<file path="src/rtl/switch_egress_port.sv">
// Egress buffer for one switch output port: stores strobed words in a FIFO,
// drops on overflow with a saturating drop counter, and exposes fill status.
module switch_egress_port #(
  parameter int DATA_WIDTH = 64,
  parameter int DEPTH      = 8,
  parameter int AF_THRESH  = 6,
  parameter int CNT_WIDTH  = 16
) (
  input  logic                         clk,
  input  logic                         reset,
  input  logic                         in_valid,
  input  logic [DATA_WIDTH-1:0]        in_data,
  output logic                         out_valid,
  input  logic                         out_ready,
  output logic [DATA_WIDTH-1:0]        out_data,
  output logic [$clog2(DEPTH+1)-1:0]   fill_level,
  output logic                         almost_full,
  output logic [CNT_WIDTH-1:0]         drop_count
);

  localparam int PW = $clog2(DEPTH);
  localparam int FW = $clog2(DEPTH+1);

  logic [DATA_WIDTH-1:0] mem_q [DEPTH];
  logic [PW-1:0]         wr_ptr_q, wr_ptr_d;
  logic [PW-1:0]         rd_ptr_q, rd_ptr_d;
  logic [FW-1:0]         fill_q, fill_d;
  logic [CNT_WIDTH-1:0]  drop_cnt_q, drop_cnt_d;

  logic full, pop, push, drop;

  assign full = (fill_q == FW'(DEPTH));
  assign pop  = (fill_q != '0) && out_ready;
  // A full FIFO still accepts a word when the head leaves on the same edge.
  assign push = in_valid && (!full || pop);
  assign drop = in_valid && full && !pop;

  always_comb begin
    wr_ptr_d   = wr_ptr_q;
    rd_ptr_d   = rd_ptr_q;
    fill_d     = fill_q;
    drop_cnt_d = drop_cnt_q;
    if (push) wr_ptr_d = wr_ptr_q + PW'(1);
    if (pop)  rd_ptr_d = rd_ptr_q + PW'(1);
    case ({push, pop})
      2'b10:   fill_d = fill_q + FW'(1);
      2'b01:   fill_d = fill_q - FW'(1);
      default: fill_d = fill_q;
    endcase
    if (drop && (drop_cnt_q != '1)) drop_cnt_d = drop_cnt_q + CNT_WIDTH'(1);
  end

  always_ff @(posedge clk) begin
    if (reset) begin
      wr_ptr_q   <= '0;
      rd_ptr_q   <= '0;
      fill_q     <= '0;
      drop_cnt_q <= '0;
    end else begin
      wr_ptr_q   <= wr_ptr_d;
      rd_ptr_q   <= rd_ptr_d;
      fill_q     <= fill_d;
      drop_cnt_q <= drop_cnt_d;
    end
  end

  // Storage carries no reset; contents are only observable through valid entries.
  genvar gi;
  generate
    for (gi = 0; gi < DEPTH; gi++) begin : g_entry
      always_ff @(posedge clk) begin
        if (!reset && push && (wr_ptr_q == PW'(gi))) mem_q[gi] <= in_data;
      end
    end
  endgenerate

  assign out_valid   = (fill_q != '0);
  assign out_data    = mem_q[rd_ptr_q];
  assign fill_level  = fill_q;
  assign almost_full = (fill_q >= FW'(AF_THRESH));
  assign drop_count  = drop_cnt_q;

endmodule

</file>
<file path="config.mk">
export PLATFORM = sky130hd
export DESIGN_NAME = switch_egress_port
export DESIGN_NICKNAME = d
export VERILOG_FILES = /design/src/rtl/switch_egress_port.sv
export SDC_FILE = /design/constraint.sdc
export NUM_CORES = 1
export LEC_CHECK = 0
export ABC_AREA = 0
export BUFFER_PORTS_ARGS = -buffer_cell sky130_fd_sc_hd__buf_2
export CORE_MARGIN = 2
export CORE_UTILIZATION = 54
export DETAILED_ROUTE_END_ITERATION = 10
export GPL_TIMING_DRIVEN = 0
export PLACE_DENSITY_LB_ADDON = 0.05
export SLEW_MARGIN = 10
export SYNTH_ARGS = -nofsm -noshare
export SYNTH_HDL_FRONTEND = slang
export SYNTH_SLANG_ARGS = --single-unit
</file>
<file path="constraint.sdc">
create_clock -name clk -period 2.95 [get_ports clk]
set_input_delay 0.1475 -clock clk [delete_from_list [all_inputs] [get_ports clk]]
set_output_delay 0.1475 -clock clk [all_outputs]
set_load 0.05 [all_outputs]
</file>
==> results.json, run 1 <==
{
  "grt_pass1_wl_microns": 62900,
  "muxShareOfSynthArea_pct": 17.7,
  "die_area_sq_mm": 0.0401,
  "crit_path_cell_trace": "clkbuf_2 > buf_2 > mux4_2 > mux2_2 > buf_2",
  "firstDrtPassIters": 5,
  "syn-num-nets": 1009,
  "grt_max_degree": 46,
  "gp_congestion": 0.780,
  "yosys.area_share.simple_pct": 2.41,
  "routedWlPerCell_microns": 23.3,
  "drc": 0,
  "post_synth.cell_area_avg_sq_um": 22.3,
  "start_util_pct": 55.0,
  "total_power_mw": 19.2,
  "grt_antenna_before_repair": 1,
  "coreArea_sq_mm": 0.0378,
  "cts_buffers": 54,
  "io_buffers": 151,
  "synth-xor-area-share_pct": 0.295,
  "tightest_slew_ns": 0.739,
  "ys_types": 47,
  "slowest_stage": "mux4_2",
  "start_kind": "flip-flop",
  "peakVddDrop_uv": 610,
  "clock-root-buffer": "clkbuf_16",
  "crit_top_cell": "buf_2",
  "viasPerCell": 5.70,
  "critPathTopFamily": "buffers and inverters",
  "nNetsFinal": 1289,
  "totalWireLength_microns": 41100,
  "setup_viol": 0,
  "period_share_pct": 97.8,
  "gr-total-overflow": 0,
  "path_buf_inv": 3,
  "layout-drive-gt1-share_pct": 37.9,
  "holdPathStages": 5,
  "insertion_delay_ns": 0.59,
  "slowest_delay_ns": 0.56,
  "synth-edff-count": 512,
  "timing.rr.start": "fill_level[0]$_SDFFE_PP0P_",
  "yosysWarnings": 0,
  "area_delta_synth_final_pct": 18.8,
  "syn_area_sq_mm": 0.0208,
  "place_worst_setup_slack_ns": -0.104,
  "grt_pass1_vias": 10800,
  "ios": 154,
  "placementRows": 71,
  "synth_compound_area_share_pct": 1.18,
  "r2r_setup_slack_ns": 0.29,
  "clkTransAtPathRegs_ns": 0.06,
  "min_from": "in_valid",
  "power_density_mw_per_mm2": 778,
  "place_hpwl_microns": 23300,
  "finalHoldViolations": 0,
  "synth_fa_ha_area_share_pct": 0.541,
  "netlist_instances": 932,
  "cp.depth": 5,
  "hold_path_class": "in -> reg",
  "vias": 10100,
  "grt_usage_pct": 20.9,
  "rsz0062_at_grt": "true",
  "worstPathMaxFanout": 10,
  "required_ns": 2.80,
  "hold-path-endpoint": "fill_level[2]$_SDFFE_PP0P_",
  "seq_area_frac_synth_pct": 76.7,
  "drv_slew": 0,
  "setup_ws_ns": 0.0649,
  "max_cap_violations": 0,
  "ctsHtreeMaxLevel": 2,
  "fp.dieW_microns": 200,
  "ant_nets": 0,
  "p_leak_nw": 8.08,
  "fmax_mhz": 347,
  "first_iter_violations": 459,
  "synth_top_family_by_area": "multiplexers",
  "reg2reg_depth": 6,
  "status": "complete, no violations",
  "die_h_microns": 200,
  "final.min_clock_period_ns": 2.89,
  "r2r_end": "mem_q[5][54]$_DFFE_PP_",
  "clkSinkCount": 541,
  "async_flop_share_pct": 0,
  "synth_seq_cells": 541,
  "clock_skew_ns": 0.0120,
  "slew_headroom_pct": 50.6,
  "cts_tree": "done",
  "dp.cells": 1602,
  "worst_setup_path_end_kind": "primary output",
  "cp.arrival_ns": 2.74,
  "synth_flop_cell": "edfxtp_1",
  "path_class": "reg -> out",
  "fin_cells": 1765,
  "nFillCells": 2653,
  "clk_path_buf_depth": 3
}
## worst max path at each step
stage / start / endpoint / slack, ns
after global routing: flip-flop / out_data[9] / -0.07
after global placement: fill_level[3]$_SDFFE_PP0P_ / mem_q[0][35]$_DFFE_PP_ / -0.27
after floorplan: fill_level[3]$_SDFFE_PP0P_ / mem_q[4][0]$_DFFE_PP_ / 0.18
after CTS: flip-flop / out_data[25] / -0.05
after detailed placement: flip-flop / out_data[55] / -0.10
final: flip-flop / out_data[33] / 0.06
## cell usage after synthesis (2+ instances only)
| master | instances | area share, % |
|---|---|---|
| edfxtp_1 | 512 | 74 |
| mux4_2 | 128 | 14 |
| mux2_2 | 70 | 3.8 |
| clkbuf_1 | 29 | 0.52 |
| dfxtp_1 | 29 | 2.8 |
| nor2_1 | 17 | 0.31 |
| buf_2 | 14 | 0.34 |
| a21oi_1 | 12 | 0.29 |
| nand3_1 | 10 | 0.24 |
| ha_1 | 9 | 0.54 |
| o31ai_1 | 8 | 0.29 |
| or4_1 | 8 | 0.29 |
| and2_1 | 7 | 0.21 |
| and3_1 | 7 | 0.21 |
| nor3_1 | 7 | 0.17 |
| inv_1 | 6 | 0.11 |
| nand2_1 | 6 | 0.11 |
| nand4_1 | 5 | 0.15 |
| nor2b_1 | 5 | 0.15 |
| o21ai_0 | 4 | 0.096 |
| xnor2_1 | 4 | 0.17 |
| buf_1 | 3 | 0.054 |
| xor2_1 | 3 | 0.13 |
| a2111oi_0 | 2 | 0.084 |
| buf_6 | 2 | 0.11 |
| mux2i_1 | 2 | 0.096 |
| nor4_1 | 2 | 0.060 |
| o221a_2 | 2 | 0.11 |
## cells by family (layout without fill, tap and decap cells)
kind of cell    Yosys count  count (layout)
flops                   541             541
mux                     200             200
simple gates             85              85
buf+inv                  54             375
compound gates           36              36
fa+ha+maj                 9               9
xor+xnor                  7               7
other cells               0               1
## final cells by class
class	count	area (sq um)	area share, %
flip-flops and latches	541	16000	64.5
multi-input cells	337	4640	18.8
repair buffers	225	1610	6.53
clock buffers	76	1480	5.97
well taps	511	639	2.59
plain buffers	47	248	1.00
clock inverters	21	123	0.496
inverters	6	22.5	0.0911
diodes	1	2.50	0.0101
## state kept, by name (all words and copies together) (netlist names), named ones only
name        count
wr_ptr_q        3
rd_ptr_q        3
drop_count     16
mem_q         512
fill_level      4
## cells in the final DEF (no fill, tap or decap), types with 3 or more instances in the layout
master	synthesis	routed
inv_1	6	6
nor2b_1	5	5
ha_1	9	9
or4_1	8	8
xnor2_1	4	4
mux4_2	128	128
buf_16	0	5
nor3_1	7	7
nand2_1	6	6
edfxtp_1	512	512
o21ai_0	4	4
nand4_1	5	5
clkbuf_4	0	6
mux2_2	70	70
nand3_1	10	10
clkinv_2	0	10
buf_12	0	3
dfxtp_1	29	29
clkbuf_2	0	13
and3_4	0	3
buf_2	14	159
dlygate4sd3_1	0	66
xor2_1	3	3
nor2_1	17	17
o31ai_1	8	8
a21oi_1	12	12
and3_1	7	4
clkbuf_16	0	55
clkbuf_1	29	35
and2_4	0	5
clkinv_1	0	9
## metrics by stage
step           utilization, %  setup TNS, ns  instance area [sq um]  hold slack, ns
2_1_floorplan               -              0                  20800           0.246
3_3_place_gp             58.7        -116.15                  22200           0.415
3_5_place_dp             59.3         -0.752                  22400           0.415
4_1_cts                  65.3         -0.872                  24700           0.102
5_1_grt                  65.3          -1.87                  24700           0.175
6_report                 65.3              0                  24700           0.140
## worst reg2reg max path, cell delays in order (launching register included)
cell,delay (ns)
dfxtp_1,0.34
buf_6,0.15
or4b_4,0.54
o21ai_1,0.43
nor2_1,0.20
and3_4,0.43
buf_12,0.29
## per-layer routing
layer	GRT usage (%)	routed length, microns	part of all wire (%)
met5	0	0	0
met4	6.06	805	2.0
met3	3.51	1860	4.5
met2	35.6	20900	51
met1	28.2	17500	43
## power by group
part	internal (mW)	switching, mW	total, mW
clock	3.55	2.70	6.25
sequential	8.55	0.0487	8.59
combinational	1.76	2.64	4.40
total	13.9	5.38	19.2
## repair_timing
action / 4_1_cts / 5_1_grt
pin swaps: 0 / 0
endpoints found under the hold margin: 519 / 0
gates resized for setup: 18 / 10
endpoints found under the setup margin: 64 / 64
setup buffers: 0 / 0
hold buffers: 66 / 0
Power figures use the tool's default switching activity.
==> inputs of run 2 (changes only) <==
--- a/config.mk
+++ b/config.mk
@@ -7,6 +7,7 @@
 export LEC_CHECK = 0
 export ABC_AREA = 0
 export BUFFER_PORTS_ARGS = -buffer_cell sky130_fd_sc_hd__buf_2
+export CORE_ASPECT_RATIO = 1.1
 export CORE_MARGIN = 2
 export CORE_UTILIZATION = 54
 export DETAILED_ROUTE_END_ITERATION = 10
==> results.json, run 2 (same netlist as run 1, synthesis figures left out) <==
{
  "largest_reg_flops": 512,
  "required_ns": 2.80,
  "firstDrtPassIters": 4,
  "timing.hold.ws_ns": 0.0350,
  "cp.arrival_ns": 2.68,
  "io_buffers": 151,
  "grt_usage_pct": 21.2,
  "gp_congestion": 0.810,
  "rsz0062_at_grt": "false",
  "coreArea_sq_mm": 0.0381,
  "start_kind": "flip-flop",
  "grt_pass1_wl_microns": 62800,
  "start_util_pct": 54.6,
  "postCtsSetupBuffers": 0,
  "clock-root-buffer": "clkbuf_16",
  "routedWlPerCell_microns": 23.8,
  "ant_nets": 0,
  "clock_skew_ns": 0.0144,
  "worst_setup_path_end_kind": "primary output",
  "finalSetupTns_ns": 0,
  "placementRows": 75,
  "max_cap_violations": 0,
  "power_density_mw_per_mm2": 777,
  "nNetsFinal": 1288,
  "clk_path_buf_depth": 3,
  "grt_max_degree": 43,
  "first_iter_violations": 604,
  "layout_common_cells": "edfxtp_1, buf_2, mux4_2",
  "period_share_pct": 95.8,
  "worstPathMaxFanout": 10,
  "num_antenna_cells": 0,
  "die_h_microns": 210,
  "p_leak_nw": 8.09,
  "slew_headroom_pct": 50.7,
  "grtUsageMet3_pct": 3.46,
  "clkTransAtPathRegs_ns": 0.06,
  "place_hpwl_microns": 23300,
  "gr-total-overflow": 0,
  "drc": 0,
  "insertion_delay_ns": 0.59,
  "cts_buffers": 54,
  "die_area_sq_mm": 0.0401,
  "clkSinkCount": 541,
  "grt_pass1_vias": 10600,
  "ios": 154,
  "grt_antenna_before_repair": 1,
  "drv_slew": 0,
  "setup_viol": 0,
  "final_common_cell": "edfxtp_1",
  "tightest_slew_ns": 0.740,
  "top_register": "mem_q",
  "ctsHtreeMaxLevel": 2,
  "area_delta_synth_final_pct": 18.8,
  "fp.dieW_microns": 191,
  "cts_tree": "done",
  "finalHoldViolations": 0,
  "totalWireLength_microns": 41600,
  "layout-drive-gt1-share_pct": 38.2,
  "peakVddDrop_uv": 578,
  "final.min_clock_period_ns": 2.82,
  "path_class": "reg -> out",
  "busiest_layer": "met2",
  "status": "complete, no violations",
  "fmax_mhz": 354,
  "final_core_util_pct": 64.8,
  "vias": 10100,
  "gr-usage-met2_pct": 35.6,
  "viasPerCell": 5.76,
  "use_met1_pct": 29.4,
  "hold_path_class": "in -> reg"
}
## run 2: report_power, final
part	switching [mW]	total (mW)	leakage (nW)	internal (mW)
logic	2.63	4.40	2.46	1.77
clock network	2.69	6.20	0.772	3.51
registers	0.0488	8.60	4.86	8.55
## run 2: timing repair
item	4_1_cts	5_1_grt
setup endpoints to repair	64	54
hold endpoints to repair	516	0
resized for setup	23	19
hold buffers	65	0
## run 2: final timing paths
check / slack, ns / cells after the start / from / to
worst max-delay path: 0.13 / 5 / flip-flop / out_data[8]
worst min-delay path: 0.04 / 3 / out_ready / flip-flop
worst max register to register: 0.27 / 6 / fill_level[3]$_SDFFE_PP0P_ / mem_q[3][34]$_DFFE_PP_
worst min register to register: 0.49 / 2 / rd_ptr_q[1]$_SDFFE_PP0N_ / flip-flop
## run 2: metrics by stage
step	instances	area (sq um)	total power, mW	worst slack [ns]
floorplan	932	20800	12.1	0.182
global placement	1583	22200	13.1	-0.314
detailed placement	1591	22400	13.1	-0.0138
CTS	1750	24700	19.4	-0.0569
global route	1749	24700	19.9	0.0000606
finish	1749	24700	19.2	0.125
## run 2: cell type report
type | instances | area (sq um)
tap | 500 | 626
multi-input combinational | 337 | 4640
timing repair buffer | 224 | 1610
clock inverter | 21 | 133
inverter | 6 | 22.5
clock buffer | 73 | 1450
buffer | 47 | 265
fill | 2624 | 13400
sequential | 541 | 16000
## run 2: critical path, cell delays in order, from the launching register on
cell and delay, ns:
dfxtp_1 0.32, clkbuf_2 0.33, clkbuf_4 0.38, mux4_2 0.53, mux2_2 0.31, buf_2 0.22
## run 2: per-layer routing
metal | up-vias | routed length [microns]
li1 | 4488 | -
met5 | - | 13
met1 | 5288 | 18100
met3 | 56 | 1850
met2 | 238 | 20900
met4 | 2 | 672
==> inputs of run 3 (changes only) <==
--- a/config.mk
+++ b/config.mk
@@ -9,7 +9,7 @@
 export BUFFER_PORTS_ARGS = -buffer_cell sky130_fd_sc_hd__buf_2
 export CORE_ASPECT_RATIO = 1.1
 export CORE_MARGIN = 2
-export CORE_UTILIZATION = 54
+export CORE_UTILIZATION = 35
 export DETAILED_ROUTE_END_ITERATION = 10
 export GPL_TIMING_DRIVEN = 0
 export PLACE_DENSITY_LB_ADDON = 0.05
==> results.json, run 3 (same netlist as run 1, synthesis figures left out) <==
{
  "cp.arrival_ns": 2.67,
  "cts_tree": "done",
  "required_ns": 2.80,
  "layout_common_cells": "edfxtp_1, buf_2, mux4_2",
  "viasPerCell": 4.99,
  "holdPathStages": 5,
  "grt_pass1_vias": 11100,
  "top_register": "mem_q",
  "start_kind": "flip-flop",
  "vias": 10100,
  "tightest_slew_ns": 0.792,
  "slowest_delay_ns": 0.42,
  "final_core_util_pct": 43.2,
  "setup_ws_ns": 0.131,
  "gp_congestion": 0.721,
  "clkTransAtPathRegs_ns": 0.06,
  "first_iter_violations": 456,
  "nNetsFinal": 1293,
  "slowest_stage": "clkbuf_2",
  "max_cap_violations": 0,
  "layout-drive-gt1-share_pct": 38.7,
  "p_leak_nw": 8.23,
  "finalHoldViolations": 0,
  "num_antenna_cells": 0,
  "clkSinkCount": 541,
  "largest_reg_flops": 512,
  "path_class": "reg -> out",
  "grt_pass1_wl_microns": 72000,
  "clk_path_buf_depth": 3,
  "place_hpwl_microns": 26900,
  "r2r_setup_slack_ns": 0.22,
  "io_buffers": 151,
  "drc": 0,
  "multi_input_area_sq_mm": 0.00464,
  "hold-path-endpoint": "fill_level[2]$_SDFFE_PP0P_",
  "hold_path_class": "in -> reg",
  "timing.rr.start": "fill_level[0]$_SDFFE_PP0P_",
  "cts_buffers": 58,
  "die_h_microns": 260,
  "totalWireLength_microns": 48200,
  "peakVddDrop_uv": 454,
  "fin_area_sq_mm": 0.0253,
  "ios": 154,
  "critPathTopFamily": "buffers and inverters",
  "clock_skew_ns": 0.0129,
  "placementRows": 93,
  "coreArea_sq_mm": 0.0586,
  "postCtsSetupBuffers": 0,
  "nFillCells": 5230,
  "reg2reg_depth": 6,
  "firstDrtPassIters": 4,
  "ctsHtreeMaxLevel": 2,
  "seq_area_sq_mm": 0.0160,
  "min_from": "in_valid",
  "die_area_sq_mm": 0.0614,
  "period_share_pct": 95.6,
  "place_worst_setup_slack_ns": -0.339,
  "grt_max_degree": 41,
  "rsz0062_at_grt": "false",
  "ant_nets": 0,
  "crit_path_cell_trace": "clkbuf_2 > clkbuf_2 > mux4_2 > mux2_2 > buf_2",
  "fp.dieW_microns": 236,
  "worstPathMaxFanout": 10,
  "final_common_cell": "edfxtp_1",
  "grt_usage_pct": 15.9,
  "clock-root-buffer": "clkbuf_16",
  "worst_setup_path_end_kind": "primary output",
  "grt_antenna_before_repair": 0,
  "setup_viol": 0,
  "path_buf_inv": 3,
  "slew_headroom_pct": 47.1,
  "drv_slew": 0,
  "status": "complete, no violations",
  "power_density_mw_per_mm2": 796,
  "crit_top_cell": "clkbuf_2",
  "area_delta_synth_final_pct": 21.7,
  "gr-total-overflow": 0,
  "final.min_clock_period_ns": 2.82,
  "start_util_pct": 35.5,
  "r2r_end": "mem_q[6][41]$_DFFE_PP_",
  "placed_cell_area_sq_mm": 0.0228,
  "routedWlPerCell_microns": 23.8,
  "fmax_mhz": 355,
  "insertion_delay_ns": 0.61
}
-- run 3: worst min-delay path, stage by stage --
cell and delay (ns):
clkbuf_1 0.19, nand3b_1 0.16, xnor2_1 0.06, o21ai_0 0.07
a21oi_1 0.07
-- run 3: stage by stage --
stage / instances / TNS [ns] / power (mW) / hold slack (ns)
6_report: 2025 / 0 / 20.2 / 0.141
5_1_grt: 2025 / 0 / 21.0 / 0.173
4_1_cts: 2025 / 0 / 20.5 / 0.0949
3_5_place_dp: 1851 / -3.04 / 13.3 / 0.422
3_3_place_gp: 1843 / -250.49 / 13.2 / 0.423
2_1_floorplan: 932 / 0 / 12.1 / 0.246
-- run 3: layout make-up --
| type | instances | share of cell area (%) |
|---|---|---|
| well taps | 760 | 3.75 |
| multi-input cells | 337 | 18.3 |
| clock inverters | 35 | 1.01 |
| clock buffers | 74 | 6.30 |
| inverters | 6 | 0.0889 |
| repair buffers | 225 | 6.46 |
| plain buffers | 47 | 1.06 |
| flip-flops and latches | 541 | 63.0 |
-- run 3: worst max path at each step --
stage	startpoint	cells past startpoint	slack, ns	end
floorplan	fill_level[3]$_SDFFE_PP0P_	5	0.18	mem_q[4][0]$_DFFE_PP_
CTS	flip-flop	5	0.01	out_data[56]
finish	flip-flop	5	0.13	out_data[11]
detailed placement	flip-flop	5	-0.34	out_data[56]
global placement	fill_level[3]$_SDFFE_PP0P_	5	-0.52	mem_q[0][29]$_DFFE_PP_
global route	fill_level[3]$_SDFFE_PP0P_	6	0.006	mem_q[6][40]$_DFFE_PP_
-- run 3: routing by layer --
metal  GRT usage, %  vias to the layer above  routed length [microns]
met4           3.66                        0                      746
met5              0                        -                        0
met3           2.91                       61                     1870
met2           26.3                      184                    23400
met1           21.9                     5350                    22100
li1               -                     4508                        -
-- run 3: repair_timing --
item / in CTS / in global routing
setup endpoints to repair: 64 / 12
hold buffers: 66 / 0
gates resized for setup: 35 / 5
hold endpoints to repair: 519 / 0
-- run 3: where the power goes --
group	internal (mW)	total (mW)	switching, mW
clock	4.14	7.06	2.92
sequential	8.55	8.59	0.0469
combinational	1.79	4.51	2.72
total	14.5	20.2	5.69
